`src/rtl/seg7_letter_decoder.sv`:
```
// GFEDCBA segment pattern -> letter index decoder with output FIFO; 1-cycle latency when empty,
// in_ready drops only on a full FIFO (no full bypass). Optional error counter under SEG7_ERRCNT_EN.
module seg7_letter_decoder #(
    parameter int DEPTH = 4,
    parameter int CNT_W = 16
) (
    input  logic             clk,
    input  logic             rst,
    input  logic [6:0]       seg_in,
    input  logic             in_valid,
    output logic             in_ready,
    output logic [4:0]       letter,
    output logic             err,
    output logic             blank,
    output logic             out_valid,
    input  logic             out_ready,
    output logic [CNT_W-1:0] letter_cnt
`ifdef SEG7_ERRCNT_EN
    ,
    input  logic             err_clr,
    output logic [7:0]       err_cnt
`endif
);

    localparam int AW = $clog2(DEPTH);

    typedef struct packed {
        logic [4:0] letter;
        logic       err;
        logic       blank;
    } entry_t;

    entry_t          dec;
    entry_t          mem_q [DEPTH];
    entry_t          head;
    entry_t          last_q;
    logic [AW-1:0]   wr_ptr_q, wr_ptr_d;
    logic [AW-1:0]   rd_ptr_q, rd_ptr_d;
    logic [AW:0]     count_q, count_d;
    logic [CNT_W-1:0] letter_cnt_q, letter_cnt_d;
    logic            push, pop;

    always_comb begin
        dec = '{letter: 5'h1F, err: 1'b0, blank: 1'b0};
        case (seg_in)
            7'h77: dec.letter = 5'd0;
            7'h7C: dec.letter = 5'd1;
            7'h58: dec.letter = 5'd2;
            7'h5E: dec.letter = 5'd3;
            7'h79: dec.letter = 5'd4;
            7'h71: dec.letter = 5'd5;
            7'h6F: dec.letter = 5'd6;
            7'h76: dec.letter = 5'd7;
            7'h06: dec.letter = 5'd8;
            7'h1E: dec.letter = 5'd9;
            7'h78: dec.letter = 5'd10;
            7'h38: dec.letter = 5'd11;
            7'h15: dec.letter = 5'd12;
            7'h54: dec.letter = 5'd13;
            7'h5C: dec.letter = 5'd14;
            7'h73: dec.letter = 5'd15;
            7'h67: dec.letter = 5'd16;
            7'h50: dec.letter = 5'd17;
            7'h6D: dec.letter = 5'd18;
            7'h46: dec.letter = 5'd19;
            7'h3E: dec.letter = 5'd20;
            7'h1C: dec.letter = 5'd21;
            7'h2A: dec.letter = 5'd22;
            7'h49: dec.letter = 5'd23;
            7'h6E: dec.letter = 5'd24;
            7'h5B: dec.letter = 5'd25;
            7'h40: dec.blank  = 1'b1;
            default: dec.err  = 1'b1;
        endcase
    end

    assign in_ready  = (count_q < (AW+1)'(DEPTH));
    assign out_valid = (count_q != '0);
    assign push      = in_valid && in_ready;
    assign pop       = out_valid && out_ready;

    // Outputs freeze on the last shown head once the FIFO drains.
    assign head   = out_valid ? mem_q[rd_ptr_q] : last_q;
    assign letter = head.letter;
    assign err    = head.err;
    assign blank  = head.blank;

    always_comb begin
        wr_ptr_d     = wr_ptr_q;
        rd_ptr_d     = rd_ptr_q;
        count_d      = count_q;
        letter_cnt_d = letter_cnt_q;
        if (push) wr_ptr_d = wr_ptr_q + AW'(1);
        if (pop)  rd_ptr_d = rd_ptr_q + AW'(1);
        case ({push, pop})
            2'b10:   count_d = count_q + (AW+1)'(1);
            2'b01:   count_d = count_q - (AW+1)'(1);
            default: count_d = count_q;
        endcase
        if (push && !dec.err && !dec.blank && (letter_cnt_q != '1))
            letter_cnt_d = letter_cnt_q + CNT_W'(1);
    end

    always_ff @(posedge clk) begin
        if (rst) begin
            wr_ptr_q     <= '0;
            rd_ptr_q     <= '0;
            count_q      <= '0;
            letter_cnt_q <= '0;
            last_q       <= '0;
        end else begin
            wr_ptr_q     <= wr_ptr_d;
            rd_ptr_q     <= rd_ptr_d;
            count_q      <= count_d;
            letter_cnt_q <= letter_cnt_d;
            last_q       <= head;
        end
    end

    always_ff @(posedge clk) begin
        if (push) mem_q[wr_ptr_q] <= dec;
    end

    assign letter_cnt = letter_cnt_q;

`ifdef SEG7_ERRCNT_EN
    logic [7:0] err_cnt_q;

    always_ff @(posedge clk) begin
        if (rst || err_clr)
            err_cnt_q <= '0;
        else if (push && dec.err && (err_cnt_q != 8'hFF))
            err_cnt_q <= err_cnt_q + 8'd1;
    end

    assign err_cnt = err_cnt_q;
`endif

endmodule

```
`config.mk`:
```
export PLATFORM = sky130hd
export DESIGN_NAME = seg7_letter_decoder
export DESIGN_NICKNAME = d
export VERILOG_FILES = /design/src/rtl/seg7_letter_decoder.sv
export SDC_FILE = /design/constraint.sdc
export NUM_CORES = 1
export LEC_CHECK = 0
export ABC_AREA = 1
export BUFFER_PORTS_ARGS = -buffer_cell sky130_fd_sc_hd__buf_2
export CORE_MARGIN = 2
export CORE_UTILIZATION = 50
export DETAILED_ROUTE_END_ITERATION = 10
export HOLD_SLACK_MARGIN = 0.05
export PLACE_DENSITY_LB_ADDON = 0.15
export SLEW_MARGIN = 0
export SYNTH_ARGS = -nofsm -noshare
export SYNTH_HDL_FRONTEND = slang
export SYNTH_SLANG_ARGS = --single-unit
export TNS_END_PERCENT = 1
```
`constraint.sdc`:
```
create_clock -name clk -period 2.1 [get_ports clk]
set_input_delay 0.105 -clock clk [delete_from_list [all_inputs] [get_ports clk]]
set_output_delay 0.105 -clock clk [all_outputs]
set_load 0.01 [all_outputs]
```
### Word level (Yosys, flattened, before mapping)

Memory sizes are Yosys's and may differ from the RTL's. A register that Yosys moved wholly into a read port is not among the register bits.
Cells that the tools add are included.

* register bits: 30
* bits in latches: 0
* RAM bits: 28
* bits in read-only memories: 0
* input bits: 11
* memories kept: 1

* add/subtract/negate cells: 5
* multipliers: 0
* divide/modulo/power cells: 0
* $lt $le $gt $ge: 1
* eq/ne operators: 30
* shift operators: 0
* muxes and demuxes: 9
* bitwise logic cells: 0
* reductions and logical operators: 9

Memory list
* mem_q: depth 4, width 7, rd ports 1, clocked after Yosys merged registers in 1, write ports 1, line 34 `entry_t mem_q [DEPTH];`

Operators by type and width (count)
* $eq A7 B7 Y1 const B: 20
* $pmux W5 S26: 1
* $reduce_or A27 Y1: 1
* $eq A7 B5 Y1 const B: 3
* $eq A7 B6 Y1 const B: 3
* $add A16 B1 Y16 const B: 1
* $ne A16 B16 Y1 const B: 1
* $eq A7 B3 Y1 const B: 1
* $mux W7: 1
* $pmux W3 S2: 1
* $logic_and A1 B1 Y1: 5
* $add A2 B1 Y2 const B: 2
* $mux W1: 4
* $mux W2: 2
* $add A3 B1 Y3 const B: 1
* $lt A3 B3 Y1 const B: 1
* $reduce_bool A3 Y1: 1
* $sub A3 B1 Y3 const B: 1
* $eq A2 B1 Y1 const B: 1
* $eq A2 B2 Y1 const B: 1
* $reduce_bool A2 Y1: 1
* $logic_not A1 Y1: 1

### Logic depth before layout (Yosys ltp)

* depth after elaboration: 5
* mapped depth: 14

### Least setup slack after synthesis

OpenSTA, ideal clock, no wires.

* path type: register -> register
* from: register count_q[2]
* to: register count_q[1]
* library setup time: 65 ps
* arrival time: 2004 ps
* required time: 2035 ps
* setup slack: 32 ps
* stages on the path, launching flop included: 11
* buffers on the path: 0
* period minus slack after synthesis: 2068 ps
* path through: dfxtp_1 > nor3_2 > clkinv_1 > nand2_1 > inv_1 > ha_1 > inv_1 > fa_1 > nor2_1 > a21oi_1 > nor2_1

* word-level cells in the longest chain between the ends: 4
* elaborated cells on any way between the ends: 8
* those cells by class: order compare: 1; eq/ne: 2; mux: 1; reduce/logical: 4

Ends and longest elaborated chain
* start, declared: line 39 `logic [AW:0] count_q, count_d;`
* start signal, assigned: line 114 `count_q <= count_d;`
* $reduce_bool A3 Y1 *: line 78 `assign out_valid = (count_q != '0);`
* net out_valid: line 15 `output logic out_valid,`
* $logic_and A1 B1 Y1 *: line 80 `assign pop = out_valid && out_ready;`
* net pop: line 41 `logic push, pop;`
* $eq A2 B1 Y1 or $eq A2 B2 Y1 (tied branches): line 95 `case ({push, pop})`
* $pmux W3 S2 or $reduce_bool A2 Y1 (tied branches)

Mark *: on every way through the listed nets, which the timed path passes. The rest lies on a longest branch.
A chain may end at the register's enable or synchronous reset.

### Final worst setup path

* from: register count_q[1]
* to: register count_q[2]

* word-level cells in the longest chain between the ends: 4
* elaborated cells on any way between the ends: 10
* those cells by class: add/sub: 2; order compare: 1; eq/ne: 2; mux: 1; reduce/logical: 4

Ends and longest elaborated chain (line)
* $reduce_bool A3 Y1 *: 78
* $logic_and A1 B1 Y1 *: 80
* net pop: 41
* $eq A2 B1 Y1 or $eq A2 B2 Y1 (tied branches): 95
* $pmux W3 S2 or $reduce_bool A2 Y1 (tied branches)

Marked as above.

==> impl_metrics.toml <==
[global_route]
groute.usage.overall_pct = 20.9
grt_overflow = 0
first_global_vias = 2862
grt_max_degree = 21
grt_first_pass_wirelength_um = 12400
antenna_found_initial = 0

[timing]
skew_ns = 0.0107
drv_slew = 0
post-route-min-period_ns = 1.83
relSlewSlack_pct = 70.9
final-hold-violation-count = 0
finalCritPeriodShare_pct = 87.2
worst_pin_slew_ns = 0.435
finalSetupViolations = 0
max_freq_mhz = 546
hold_ws_ns = 0.132
final.setup.tns_ns = 0
grt_setup_unrepaired = "false"

[logic_synthesis]
yosys.area.top_type = "edfxtp_1"
synth_seq_cells = 60
synth_most_common_cell = "nand2_1"
seq_area_frac_synth_pct = 44.4
netlist_instances = 466
synth_top_area_share_pct = 25.2
synth_area_per_cell_um2 = 7.16
synth-warning-count = 0
synth_area_leaders = "edfxtp_1 25%, dfxtp_1 19%, nand2_1 12%"
synth_flop_cell = "dfxtp_1"
netlist_area_um2 = 3340
yosysUniqueCellTypes = 29
synth_common_cells = "111 x nand2_1, 89 x nor2_1, 68 x inv_1"
synth_edf_count = 28
synthArstFlopShare_pct = 0
synth_nets = 484

[worst_setup_path]
worst_setup_path_start_kind = "register"
cp-end-kind = "register"
rr_worst_depth = 11
crit_required_ns = 2.32
rrSetupSlack_ns = 0.27
worstReg2RegStart = "count_q[1]"
critical_path.max_stage_delay_ns = 0.39
path_class = "reg -> reg"
reg2reg_to = "count_q[2]"
crit_family = "adder cells"
critPathArrivalTime_ns = 2.05
path_cells = "nor3_2 -> clkinv_1 -> nand2_1 -> inv_1 -> ha_1 -> inv_1 -> fa_1 -> a21oi_1 -> o21ai_0 -> o21ai_0 -> a21oi_1"
crit_start = "count_q[1]"
crit_path_end = "count_q[2]"
critPathMaxFanout = 5
slowest_stage = "fa_1"
cp.depth = 11
path_buf_inv = 3

[routing]
drt_iter0_drc = 128
ant_nets = 0
via_count = 3030
drc = 0
wl_per_cell_um = 11.7
wirelength_um = 6960
drtPass1Iterations = 4
viasPerCell = 5.09

[run]
drv_cap = 0

[clock_network]
cts_buffers = 9
cts_root_buf = "clkbuf_8"
clock_latency_ns = 0.33
cts_tree = "yes"
clock_sinks = 60
cts_buffer_depth = 2
htree_levels = 3
path_clk_slew_ns = 0.06
cts_setup_buffers = 0

[power_and_ir_drop]
p_per_area_nw_per_um2 = 915
power_leakage_nw = 1.73
ir_drop_mv = 0.712

[floorplan]
die-height_um = 85.7
initial_core_util_pct = 52.2
io_pins = 36
die_width_um = 85.7
die-area_um2 = 7340
fp.coreArea_um2 = 6390
rows = 29

[finish]
drive_above_1_share_pct = 14.7
nNetsFinal = 531
design_area_um2 = 3820
area_growth_pct = 14.7
antenna_cells = 0
nFillCells = 607

[place]
place_hpwl_um = 5110
globalplace.congestion = 0.978
dpl_cell_area_um2 = 3640
io_buffers = 35

[status]
status = "finished, final reports clean"

[min_path]
hp-class = "in -> reg"
-- report_power, final --
group / internal, W / switching (W)
clock network: 0.000455 / 0.000419
logic: 0.000429 / 0.000682
registers: 0.00141 / 0.000104
-- placed cells by master (no fill, tap or decap), types with 2 or more instances in the layout --
master / n
dfxtp_1: 31
buf_4: 11
nand3_1: 27
inv_2: 4
nand4_1: 27
nand2_1: 111
nor2_2: 6
nand2_2: 2
clkbuf_8: 10
buf_2: 35
a21oi_1: 17
clkinv_2: 3
o32ai_1: 7
nor2_1: 87
o21ai_0: 16
edfxtp_1: 28
nor3_1: 5
ha_1: 6
inv_1: 67
clkbuf_1: 3
-- per-layer routing --
metal  track usage [%]  vias up  part of all wire [%]  routed length (um)
met5                 0        -                     0                   0
met4              7.22        0                   1.1                  74
met3              5.58        8                   3.8                 264
met2              35.1       62                    48                3370
met1              25.9     1361                    47                3250
li1                  -     1599                     -                   -
-- layout make-up --
class	instances	area [um^2]	area share [%]
tap	77	96.3	2.52
sequential	60	1480	38.8
clock buffer	13	149	3.89
clock inverter	3	15.0	0.393
inverter	73	278	7.26
timing repair buffer	48	288	7.52
multi-input combinational	321	1520	39.6
-- registers in the layout, indices dropped and copies added (netlist names), named ones only --
signal      flops
last_q          7
rd_ptr_q        2
count_q         3
letter_cnt     16
mem_q          28
wr_ptr_q        2
-- timing repair --
action                                 4_1_cts  5_1_grt
endpoints found under the hold margin        7        0
setup endpoints to repair                    0        8
gates resized for setup                      0        3
hold buffers                                 1        0
-- per-stage QoR --
step	setup WS [ns]	total power [W]	util [%]	instances
6_report	0.270	0.00350	59.9	595
5_1_grt	0.0694	0.00380	59.9	595
4_1_cts	0.0857	0.00354	59.8	595
3_5_place_dp	0.289	0.00265	57.1	578
3_3_place_gp	0.352	0.00262	57.1	578
2_1_floorplan	0.0315	0.00225	-	466
-- worst register-to-register path: stages (launching register included) --
cell,delay (ns)
dfxtp_1,0.37
nor3_2,0.06
clkinv_1,0.05
nand2_1,0.05
inv_1,0.11
ha_1,0.16
inv_1,0.07
fa_1,0.39
a21oi_1,0.15
o21ai_0,0.11
o21ai_0,0.15
a21oi_1,0.05
-- kinds of logic (layout without fill, tap and decap cells) --
logic type / after synthesis / after routing / share of synthesized area, %
buffers and inverters: 85 / 137 / 10.3
adder cells (fa/ha/maj): 7 / 7 / 2.85
AO/OA/AOI/OAI: 41 / 41 / 7.01
flip-flops: 60 / 60 / 44.4
AND/OR/NAND/NOR: 272 / 272 / 35.2
XOR/XNOR: 1 / 1 / 0.263
-- how the worst min path moves through the flow --
stage	cells after the start	end	slack, ns	start
global route	4	register	0.14	out_ready
CTS	4	register	0.12	out_ready
global placement	2	last_q[6]	0.39	rst
detailed placement	2	last_q[2]	0.40	rst
finish	4	register	0.13	out_ready
floorplan	3	register	0.36	out_ready
Power figures use the tool's default switching activity.
